`src/rtl/tiny_nn_pkg.sv`:
```
// Shared tiny_nn definitions: command opcodes, bf16 constants and the
// stream-sequencer state encoding.
package tiny_nn_pkg;

   localparam int CmdOpW  = 4;
   localparam int CmdArgW = 12;

   localparam logic [15:0] FPZero = 16'h0000;

   typedef enum logic [CmdOpW-1:0] {
      CmdOpNop         = 4'h0,
      CmdOpLoadWeights = 4'h1,
      CmdOpConvolve    = 4'h2,
      CmdOpReadOut     = 4'h3
   } cmd_op_e;

   typedef enum logic [2:0] {
      IDLE,
      HDR,
      WGT,
      DAT,
      PAD,
      DONE
   } seq_state_e;

   function automatic int max_int(input int a, input int b);
      return (a > b) ? a : b;
   endfunction

endpackage

```
`src/rtl/tiny_nn_stream_mem.sv`:
```
// Image buffer for the stream sequencer: one synchronous write port,
// one combinational read port, contents never reset.
module tiny_nn_stream_mem #(
   parameter int DataW = 16,
   parameter int Depth = 16,
   parameter int AddrW = $clog2(Depth)
) (
   input  logic             i_clk,
   input  logic             i_we,
   input  logic [AddrW-1:0] i_waddr,
   input  logic [DataW-1:0] i_wdata,
   input  logic [AddrW-1:0] i_raddr,
   output logic [DataW-1:0] o_rdata
);

   logic [DataW-1:0] r_mem [Depth];

   always_ff @(posedge i_clk) begin
      if (i_we) r_mem[i_waddr] <= i_wdata;
   end

   assign o_rdata = r_mem[i_raddr];

endmodule

```
`src/rtl/tiny_nn_stream_seq.sv`:
```
// Command-stream sequencer: header, N weight words, M buffered image words,
// P pad words, repeated R times under ready/valid backpressure.
module tiny_nn_stream_seq
   import tiny_nn_pkg::*;
#(
   parameter int DataW      = 16,
   parameter int ImgDepth   = 16,
   parameter int MaxWeights = 8,
   parameter int PadCntW    = 8,
   parameter int RepW       = 4
) (
   input  logic                            clk_i,
   input  logic                            rst_i,
   input  logic                            start_i,
   input  logic [CmdOpW-1:0]               cmd_op_i,
   input  logic [CmdArgW-1:0]              cmd_arg_i,
   input  logic [DataW-1:0]                weight_i,
   input  logic [$clog2(MaxWeights+1)-1:0] num_weights_i,
   input  logic [$clog2(ImgDepth+1)-1:0]   num_data_i,
   input  logic [PadCntW-1:0]              num_pad_i,
   input  logic [RepW-1:0]                 num_repeats_i,
   input  logic                            mem_we_i,
   input  logic [$clog2(ImgDepth)-1:0]     mem_addr_i,
   input  logic [DataW-1:0]                mem_wdata_i,
   input  logic                            ready_i,
   output logic [DataW-1:0]                data_o,
   output logic                            valid_o,
   output logic                            busy_o,
   output logic                            done_o
);

   localparam int NwW   = $clog2(MaxWeights + 1);
   localparam int NdW   = $clog2(ImgDepth + 1);
   localparam int AddrW = $clog2(ImgDepth);
   localparam int IdxW  = max_int(PadCntW, max_int(NwW, NdW));
   localparam int CntW  = IdxW + 1;
   localparam int RepCW = RepW + 1;

   seq_state_e          r_state, w_state_n, w_tgt;
   logic [CmdOpW-1:0]   r_op;
   logic [CmdArgW-1:0]  r_arg;
   logic [DataW-1:0]    r_weight;
   logic [NwW-1:0]      r_nw;
   logic [NdW-1:0]      r_nd;
   logic [PadCntW-1:0]  r_np;
   logic [RepW-1:0]     r_nrep;
   logic [IdxW-1:0]     r_idx, w_idx_n;
   logic [RepW-1:0]     r_frame, w_frame_n;
   logic [DataW-1:0]    r_data, w_data_n;
   logic                r_valid, w_valid_n;
   logic                r_busy, w_busy_n;
   logic                r_done, w_done_n;

   logic [CntW-1:0]     w_idx_inc, w_nw, w_nd, w_np;
   logic [RepCW-1:0]    w_frame_inc, w_reps;
   logic                w_seg_last;
   logic [AddrW-1:0]    w_rd_addr;
   logic [DataW-1:0]    w_rd_data;
   logic [NwW-1:0]      w_nw_clamp;
   logic [NdW-1:0]      w_nd_clamp;

   tiny_nn_stream_mem #(
      .DataW (DataW),
      .Depth (ImgDepth),
      .AddrW (AddrW)
   ) u_mem (
      .i_clk   (clk_i),
      .i_we    (mem_we_i),
      .i_waddr (mem_addr_i),
      .i_wdata (mem_wdata_i),
      .i_raddr (w_rd_addr),
      .o_rdata (w_rd_data)
   );

   assign w_nw_clamp  = (num_weights_i > NwW'(MaxWeights)) ? NwW'(MaxWeights) : num_weights_i;
   assign w_nd_clamp  = (num_data_i > NdW'(ImgDepth)) ? NdW'(ImgDepth) : num_data_i;
   assign w_idx_inc   = CntW'(r_idx) + CntW'(1);
   assign w_nw        = CntW'(r_nw);
   assign w_nd        = CntW'(r_nd);
   assign w_np        = CntW'(r_np);
   assign w_frame_inc = RepCW'(r_frame) + RepCW'(1);
   assign w_reps      = (r_nrep == '0) ? RepCW'(1) : RepCW'(r_nrep);
   // The registered output needs the word after the current one, so DAT reads ahead.
   assign w_rd_addr   = (r_state == DAT) ? AddrW'(w_idx_inc) : '0;

   // Segment following the current word; IDLE here stands for end of frame.
   always_comb begin
      w_seg_last = 1'b0;
      w_tgt      = IDLE;
      unique case (r_state)
         HDR:     w_seg_last = 1'b1;
         WGT:     w_seg_last = (w_idx_inc >= w_nw);
         DAT:     w_seg_last = (w_idx_inc >= w_nd);
         PAD:     w_seg_last = (w_idx_inc >= w_np);
         default: w_seg_last = 1'b0;
      endcase
      if (!w_seg_last)                                            w_tgt = r_state;
      else if (r_state == HDR && w_nw != '0)                      w_tgt = WGT;
      else if ((r_state == HDR || r_state == WGT) && w_nd != '0)  w_tgt = DAT;
      else if (r_state != PAD && w_np != '0)                      w_tgt = PAD;
   end

   always_comb begin
      w_state_n = r_state;
      w_idx_n   = r_idx;
      w_frame_n = r_frame;
      w_data_n  = r_data;
      w_valid_n = r_valid;
      w_busy_n  = r_busy;
      w_done_n  = 1'b0;
      unique case (r_state)
         IDLE: begin
            if (start_i) begin
               w_state_n = HDR;
               w_idx_n   = '0;
               w_frame_n = '0;
               w_data_n  = DataW'({cmd_op_i, cmd_arg_i});
               w_valid_n = 1'b1;
               w_busy_n  = 1'b1;
            end
         end
         HDR, WGT, DAT, PAD: begin
            if (r_valid && ready_i) begin
               w_idx_n = (w_tgt == r_state) ? IdxW'(w_idx_inc) : '0;
               unique case (w_tgt)
                  WGT: w_data_n = r_weight;
                  DAT: w_data_n = w_rd_data;
                  PAD: w_data_n = DataW'(FPZero);
                  default: begin
                     if (w_frame_inc < w_reps) begin
                        w_state_n = HDR;
                        w_frame_n = RepW'(w_frame_inc);
                        w_data_n  = DataW'({r_op, r_arg});
                     end else begin
                        w_state_n = DONE;
                        w_data_n  = DataW'(FPZero);
                        w_valid_n = 1'b0;
                        w_busy_n  = 1'b0;
                        w_done_n  = 1'b1;
                     end
                  end
               endcase
               if (w_tgt != IDLE) w_state_n = w_tgt;
            end
         end
         default: w_state_n = IDLE;
      endcase
   end

   always_ff @(posedge clk_i) begin
      if (rst_i) begin
         r_state  <= IDLE;
         r_idx    <= '0;
         r_frame  <= '0;
         r_data   <= DataW'(FPZero);
         r_valid  <= 1'b0;
         r_busy   <= 1'b0;
         r_done   <= 1'b0;
         r_op     <= '0;
         r_arg    <= '0;
         r_weight <= '0;
         r_nw     <= '0;
         r_nd     <= '0;
         r_np     <= '0;
         r_nrep   <= '0;
      end else begin
         r_state <= w_state_n;
         r_idx   <= w_idx_n;
         r_frame <= w_frame_n;
         r_data  <= w_data_n;
         r_valid <= w_valid_n;
         r_busy  <= w_busy_n;
         r_done  <= w_done_n;
         if (r_state == IDLE && start_i) begin
            r_op     <= cmd_op_i;
            r_arg    <= cmd_arg_i;
            r_weight <= weight_i;
            r_nw     <= w_nw_clamp;
            r_nd     <= w_nd_clamp;
            r_np     <= num_pad_i;
            r_nrep   <= num_repeats_i;
         end
      end
   end

   assign data_o  = r_data;
   assign valid_o = r_valid;
   assign busy_o  = r_busy;
   assign done_o  = r_done;

endmodule

```
`config.mk`:
```
export PLATFORM = sky130hd
export DESIGN_NAME = tiny_nn_stream_seq
export DESIGN_NICKNAME = d
export VERILOG_FILES = /design/src/rtl/tiny_nn_pkg.sv /design/src/rtl/tiny_nn_stream_mem.sv /design/src/rtl/tiny_nn_stream_seq.sv
export SDC_FILE = /design/constraint.sdc
export NUM_CORES = 1
export LEC_CHECK = 0
export CAP_MARGIN = 20
export CORE_AREA = 2 2 183 185
export CTS_CLUSTER_SIZE = 30
export DETAILED_ROUTE_END_ITERATION = 6
export DIE_AREA = 0 0 185 187
export PLACE_DENSITY = 0.76
export SLEW_MARGIN = 20
export SYNTH_ARGS = -nofsm -noshare
export SYNTH_HDL_FRONTEND = slang
export SYNTH_SLANG_ARGS = --single-unit
```
`constraint.sdc`:
```
create_clock -name clk_i -period 6.2 [get_ports clk_i]
set_input_delay 0.93 -clock clk_i [delete_from_list [all_inputs] [get_ports clk_i]]
set_output_delay 0.93 -clock clk_i [all_outputs]
set_load 0.005 [all_outputs]
```
After elaboration in Yosys (flattened, before gate mapping)

Memory sizes are Yosys's and may differ from the RTL's.
Cells that the tools add are included.

Word-level logic and storage cells: 96
Flip-flop bits (word level): 86
Memories: 1
Bits of input ports: 78
Output and inout port bits: 19
Memory bits (writable): 256

Mux-type cells: 37
Bitwise logic cells: 2
Reductions and logical operators: 20
Add/subtract/negate cells: 2
Equal/unequal tests: 15
Order comparisons: 6

Memories:

| memory      | depth | width | rd ports | clocked after memory_dff | wr ports | RTL line                 | source |
|---|---|---|---|---|---|---|---|
| u_mem.r_mem | 16    | 16    | 1        | 0                        | 1        | tiny_nn_stream_mem.sv:16 | `logic [DataW-1:0] r_mem [Depth];` |

Operators by type and width:

| operator                                                               | count |
|---|---|
| 16-bit 2-to-1 mux                                                      | 3 |
| 16-bit one-hot mux with 3 select lines                                 | 1 |
| 16-bit one-hot mux with 2 select lines                                 | 1 |
| 4-bit 2-to-1 mux                                                       | 7 |
| 3-bit 2-to-1 mux                                                       | 9 |
| 9-bit nonzero test                                                     | 3 |
| 8-bit 2-to-1 mux                                                       | 3 |
| 8-bit one-hot mux with 2 select lines                                  | 1 |
| 3-bit by 2-bit equality test with 1-bit output (second input constant) | 4 |
| 2-bit != test (second input constant)                                  | 5 |
| 5-bit AND reduction                                                    | 2 |
| 8-bit by 1-bit adder with 9-bit output (second input constant)         | 1 |
| 9-bit by 4-bit >= comparator with 1-bit output                         | 1 |
| 9-bit by 5-bit >= comparator with 1-bit output                         | 1 |
| 9-bit by 8-bit >= comparator with 1-bit output                         | 1 |
| 4-bit one-hot mux with 2 select lines                                  | 1 |
| 1-bit 2-to-1 mux                                                       | 7 |
| 3-bit equality test (second input constant)                            | 2 |
| 3-bit != test (second input constant)                                  | 2 |
| 3-bit one-hot mux with 2 select lines                                  | 1 |
| 3-bit AND reduction                                                    | 2 |
| 6-bit OR reduction                                                     | 1 |
| 4-bit by 1-bit adder with 5-bit output (second input constant)         | 1 |
| 5-bit > comparator (second input constant)                             | 1 |
| 16 further kinds                                                       | 21 |

Depth between registers and ports, before layout

Word-level depth: 12
Mapped depth: 15

By module

A second synthesis with hierarchy kept.

Cell total of the unflattened synthesis: 974
Area total of the unflattened synthesis: 14,390.1 um2

By module, submodules not included:

| module             | area an instance (um2) | cells an instance | seq. area each (um2) | instances |
|---|---|---|---|---|
| tiny_nn_stream_mem | 9,723.1                | 416               | 7,687.4              | 1 |
| tiny_nn_stream_seq | 4,667.0                | 558               | 1,721.7              | 1 |

Worst setup path before layout

Ideal clock, no wire load.

Path type: reg-to-reg
Start point: register r_idx[0]
End point: register r_data[10], in the netlist data_o[10]
Path slack: 2.351 ns
Arrival time: 3.717 ns
Clock period less this slack: 3.849 ns
Stages on the path, launching flop included: 16
Library setup time: 0.132 ns
Data required time: 6.068 ns
Cells stage by stage: dfxtp_1 -> ha_1 -> xor2_1 -> clkbuf_1 -> clkbuf_1 -> ha_1 -> o21a_1 -> nor2_1 -> or2_2 -> a2111oi_4 -> a211o_1 -> o211a_1 -> buf_6 -> nor3b_4 -> buf_6 -> a211oi_2

Word-level cells in the longest chain between the ends: 8
Elaborated cells between the ends (all ways): 14

RTL lines:

| item                                                                                         | RTL line                  | source |
|---|---|---|
| start, declared                                                                              | tiny_nn_stream_seq.sv:47  | `logic [IdxW-1:0] r_idx, w_idx_n;` |
| start signal, assigned                                                                       | tiny_nn_stream_seq.sv:168 | `r_idx <= w_idx_n;` |
| 8-bit by 1-bit adder with 9-bit output *                                                     | tiny_nn_stream_seq.sv:77  | `assign w_idx_inc = CntW'(r_idx) + CntW'(1);` |
| 9-bit by 8-bit >= comparator with 1-bit output, or another cell as far along                 | tiny_nn_stream_seq.sv:94  | `PAD: w_seg_last = (w_idx_inc >= w_np);` |
| 1-bit one-hot mux with 4 select lines                                                        | tiny_nn_stream_seq.sv:90  | `unique case (r_state)` |
| 3-bit 2-to-1 mux                                                                             | tiny_nn_stream_seq.sv:97  | `if (!w_seg_last) w_tgt = r_state;` |
| 3-bit equality test / 3-bit by 2-bit equality test with 1-bit output (equally long branches) | tiny_nn_stream_seq.sv:125 | `unique case (w_tgt)` |
| 16-bit one-hot mux with 3 select lines *                                                     | tiny_nn_stream_seq.sv:125 |  |
| 16-bit 2-to-1 mux *                                                                          | tiny_nn_stream_seq.sv:123 | `if (r_valid && ready_i) begin` |
| 16-bit one-hot mux with 2 select lines *                                                     | tiny_nn_stream_seq.sv:111 | `unique case (r_state)` |
| end signal, assigned                                                                         | tiny_nn_stream_seq.sv:155 | `r_data <= DataW'(FPZero);` |
| end signal, assigned                                                                         | tiny_nn_stream_seq.sv:170 | `r_data <= w_data_n;` |
| end, declared                                                                                | tiny_nn_stream_seq.sv:49  | `logic [DataW-1:0] r_data, w_data_n;` |

Mark *: on every way between the ends. The rest lies on a longest branch, timed or not. The select of a mux whose other input is x is not followed.
A chain may end at the register's enable or synchronous reset.

Final worst setup path

Start point: register r_idx[0]
End point: register r_data[15], in the netlist data_o[15]

The elaborated chain is that of the path after synthesis.

==> impl_summary.md <==
Yosys
The proportion of synthesized chip area in sequential cells is 0.625. Averaged over all synthesized cells, the footprint is 12.1 sq um. Yosys mapped a number of flops with a built-in enable equal to 256. The number of distinct standard cells referenced by the synthesized netlist is 65. The total nets after synthesis is 1,343. Among all flip-flop cells after synthesis, the most frequent one is sky130_fd_sc_hd__edfxtp_1. The flip-flop and latch count after synthesis is 342. The synthesized instance count is 1,245. After synthesis, the share of flip-flops with an asynchronous set or reset is 0.

During synthesis, Yosys emitted a total of 0 warnings. Summing every instance area after synthesis gives 15,100 sq um.

Detailed routing
The first detailed-routing pass took 6 iterations. The first-iteration detailed-routing DRC count is 963. The routed design has 35,500 um of wire. The via count is 10,500.

The routed length per placed instance is 19.8 um. After detailed routing, the number of vias per cell comes to 5.85. The number of design rule violations left after detail routing is 0.

The count of nets left with antenna violations once routing finished came out at 0.

Worst setup path
Walking the worst path, the cells encountered are ha_2 > and3_1 > xnor2_4 > inv_1 > ha_1 > a211o_1 > a31oi_1 > o221ai_1 > a21oi_2 > o211a_1 > nor3b_4 > a211oi_1. The arrival time reported for the critical path endpoint is 5160 ps. The startpoint type of the worst setup path is a register. For flop-to-flop paths, the worst setup slack is 1410 ps. The number of cells traversed by the worst register-to-register path is 12. Along the worst path, the maximum fanout reaches 43. The endpoint identified for the worst register-to-register timing path is data_o[15].

On the critical path, the stage with the largest delay is an instance of sky130_fd_sc_hd__nor3b_4. The required time of the worst setup path is 6570 ps. The critical path start-end classification is reg2reg. The longest individual stage delay on the worst path is 860 ps.

The type of element capturing the critical path is a register. The startpoint identified for the worst register-to-register timing path is r_idx[0].

Timing
Setup violations remaining at the end of the flow were counted as 0. The setup TNS after final layout is 0 ps. The slack of the critical path is 1410 ps. For the pin with the worst max-slew slack, the measured transition is 1000 ps. The time the worst path needs with I/O delays and setup is 4790 ps. The number of hold violations in the final report is 0. In this run the tightest slew margin relative to its limit is 0.320. Setup repair after global routing left no endpoint under its margin. In the finished design, the share of the clock period the worst path needs comes to 0.773.

Static timing analysis puts the maximum clock frequency at 209 MHz. The number of pins exceeding their max-slew limit in the final report came to 0. The worst clock skew is 16.9 ps.

Finish
The fraction of final layout cells with drive strength greater than 1 is 0.0978. Counting the fill cells in the layout gives 2,750. In the final design database the tool counted 1,422 nets. The post-synthesis to final-layout area growth is 16.9%.

0 antenna diodes ended up in the layout. The most frequent standard cell in the layout excluding fill and tap cells is sky130_fd_sc_hd__edfxtp_1. In the layout the commonest cells are sky130_fd_sc_hd__edfxtp_1, sky130_fd_sc_hd__nand2_1, sky130_fd_sc_hd__a21oi_1.

Clock network
Counting the buffers created by CTS gives 36. The tree built by TritonCTS fans out to 342 sinks. In this run the deepest clock path goes through 3 buffers. The count of instances resized after the clock tree is built is 0.

The clock latency of the later-clocked register in the worst-skew pair is 530 ps. Buffers inserted to repair hold after CTS numbered 0. The H-tree generated during clock tree synthesis spans 2 levels. The clock transition at the registers of the reported paths is 60 ps. The post-CTS setup repair buffer count is 0.

The TritonCTS clock tree is done. The tree is rooted in a sky130_fd_sc_hd__clkbuf_16.

Floorplan
For this design the top-level I/O count stands at 97. The floorplan step defined a die boundary enclosing 34,600 sq um. The cell row count is 67. The die is 185 um wide. The initial utilization of the core area, before any placement, comes to 0.458. The die outline height is 187 um. The area of the placeable core is 32,900 sq um.

GRT
The number of global-route vias before repair is 10,100. Global routing finished with a remaining overflow of 0. The first global-routing pass estimated 55,300 um of wire. The total routing resource utilization after global routing is 0.203. The largest net degree at the start of global routing is 66.

The initial antenna violation count is 1.

Place
At the end of routability-driven placement, the weighted congestion stood at 0.853. The post-place setup slack is 1470 ps. Input and output buffers added on the ports amount to 96. The HPWL after detailed placement is 22,600 um.

Job
The max-capacitance violation count is 0.

Worst hold path
The end point of the most critical hold path is r_weight[11]. The startpoint of the worst hold path is r_weight[11]. Along the worst hold path, the cell count comes to 2. The tightest min-delay check is of the reg2reg type.

Power and ir drop
In this run the power density over the cells is 287 nW/um^2. Summed over all cells, the static leakage comes to 0.00570 uW. The maximum resistive drop on vdd is 0.261 mV.

Status
The run finished with clean final reports.
[metrics by stage]
stage / hold slack, ps / power [uW] / std cells / util / cell area, sq um
2_1_floorplan: 429 / 2880 / 1245 / - / 15100
3_3_place_gp: 443 / 3060 / 1734 / 0.502 / 16500
3_5_place_dp: 448 / 3080 / 1734 / 0.503 / 16500
5_1_grt: 473 / 5220 / 1798 / 0.536 / 17600
6_report: 455 / 5060 / 1798 / 0.536 / 17600
4_1_cts: 457 / 5080 / 1798 / 0.536 / 17600
[logic make-up after synthesis]
kind of cell             synth area share
AO/OA/AOI/OAI                       0.128
XOR/XNOR                          0.00706
adder cells (fa/ha/maj)            0.0166
buffers and inverters              0.0335
flip-flops                          0.625
multiplexers                       0.0694
AND/OR/NAND/NOR                     0.121
[cell type report]
cell class | count | area, sq um | area share
tap | 448 | 561 | 0.0318
sequential | 342 | 9410 | 0.534
clock inverter | 21 | 165 | 0.00937
timing repair buffer | 124 | 1170 | 0.0662
clock buffer | 43 | 937 | 0.0532
multi-input combinational | 781 | 5230 | 0.297
inverter | 39 | 146 | 0.00831
[worst max path at each step]
stage                     cells after the start         end  startpoint  slack (ps)
after floorplan                              15  data_o[10]    r_idx[0]        2350
after global placement                       12  data_o[11]    r_idx[0]        1650
after detailed placement                     12  data_o[15]    r_idx[0]        1470
after CTS                                    12  data_o[15]    r_idx[0]        1450
after global routing                         12  data_o[15]    r_idx[0]        1070
final                                        12  data_o[15]    r_idx[0]        1410
[registers in the layout, indices dropped and copies added, names as in the netlist, 4 cells and up]
| name | cells |
|---|---|
| r_nw | 4 |
| r_op | 4 |
| data_o | 16 |
| r_nrep | 4 |
| r_nd | 5 |
| r_frame | 4 |
| u_mem.r_mem | 256 |
| r_weight | 16 |
| r_idx | 8 |
| r_np | 8 |
| r_arg | 12 |
[power breakdown]
| group | switching, uW | internal (uW) |
|---|---|---|
| sequential | 47.0 | 2540 |
| clock | 889 | 1130 |
| combinational | 269 | 181 |
[cells in the mapped netlist, drive strengths merged (3+ instances only)]
| cell | n | area [sq um] |
|---|---|---|
| o221ai | 16 | 140 |
| a211oi | 18 | 185 |
| a311oi | 5 | 43.8 |
| edfxtp | 256 | 7690 |
| dfxtp | 86 | 1720 |
| o21ai | 10 | 53.8 |
| a31oi | 8 | 50.1 |
| nor3b | 5 | 53.8 |
| nor4 | 18 | 113 |
| and3 | 4 | 25.0 |
| nand2b | 23 | 144 |
| nand2 | 179 | 672 |
| a22oi | 36 | 270 |
| nand3 | 8 | 40.0 |
| nor3 | 24 | 120 |
| clkbuf | 65 | 244 |
| buf | 18 | 114 |
| nor2b | 4 | 25.0 |
| or4 | 3 | 22.5 |
| and2 | 3 | 18.8 |
| xnor2 | 5 | 62.6 |
| a21oi | 113 | 581 |
| o211ai | 3 | 22.5 |
| a2111oi | 3 | 45.1 |
| nand3b | 11 | 82.6 |
| or3 | 19 | 119 |
| o31ai | 16 | 120 |
| mux2i | 67 | 674 |
| mux4 | 16 | 360 |
| xor2 | 5 | 43.8 |
| nor4b | 4 | 41.3 |
| ha | 20 | 250 |
| nor2 | 82 | 308 |
| a221oi | 33 | 289 |
| inv | 39 | 146 |
[critical path, delay by kind of cell (launching register included)]
kind / cells / cell delay [ps]
simple gates: 2 / 1220
fa+ha+maj: 2 / 680
compound gates: 6 / 1760
xor+xnor: 1 / 180
flops: 1 / 700
buf+inv: 1 / 90
[routing by layer]
layer | part of all wire | up-vias | global-route usage
met5 | 0.00045 | - | 0
met4 | 0.024 | 2 | 0.0589
met3 | 0.076 | 66 | 0.0354
met2 | 0.48 | 465 | 0.330
met1 | 0.42 | 5146 | 0.280
li1 | - | 4839 | -
Note: power is estimated with default switching activity, not from simulation.
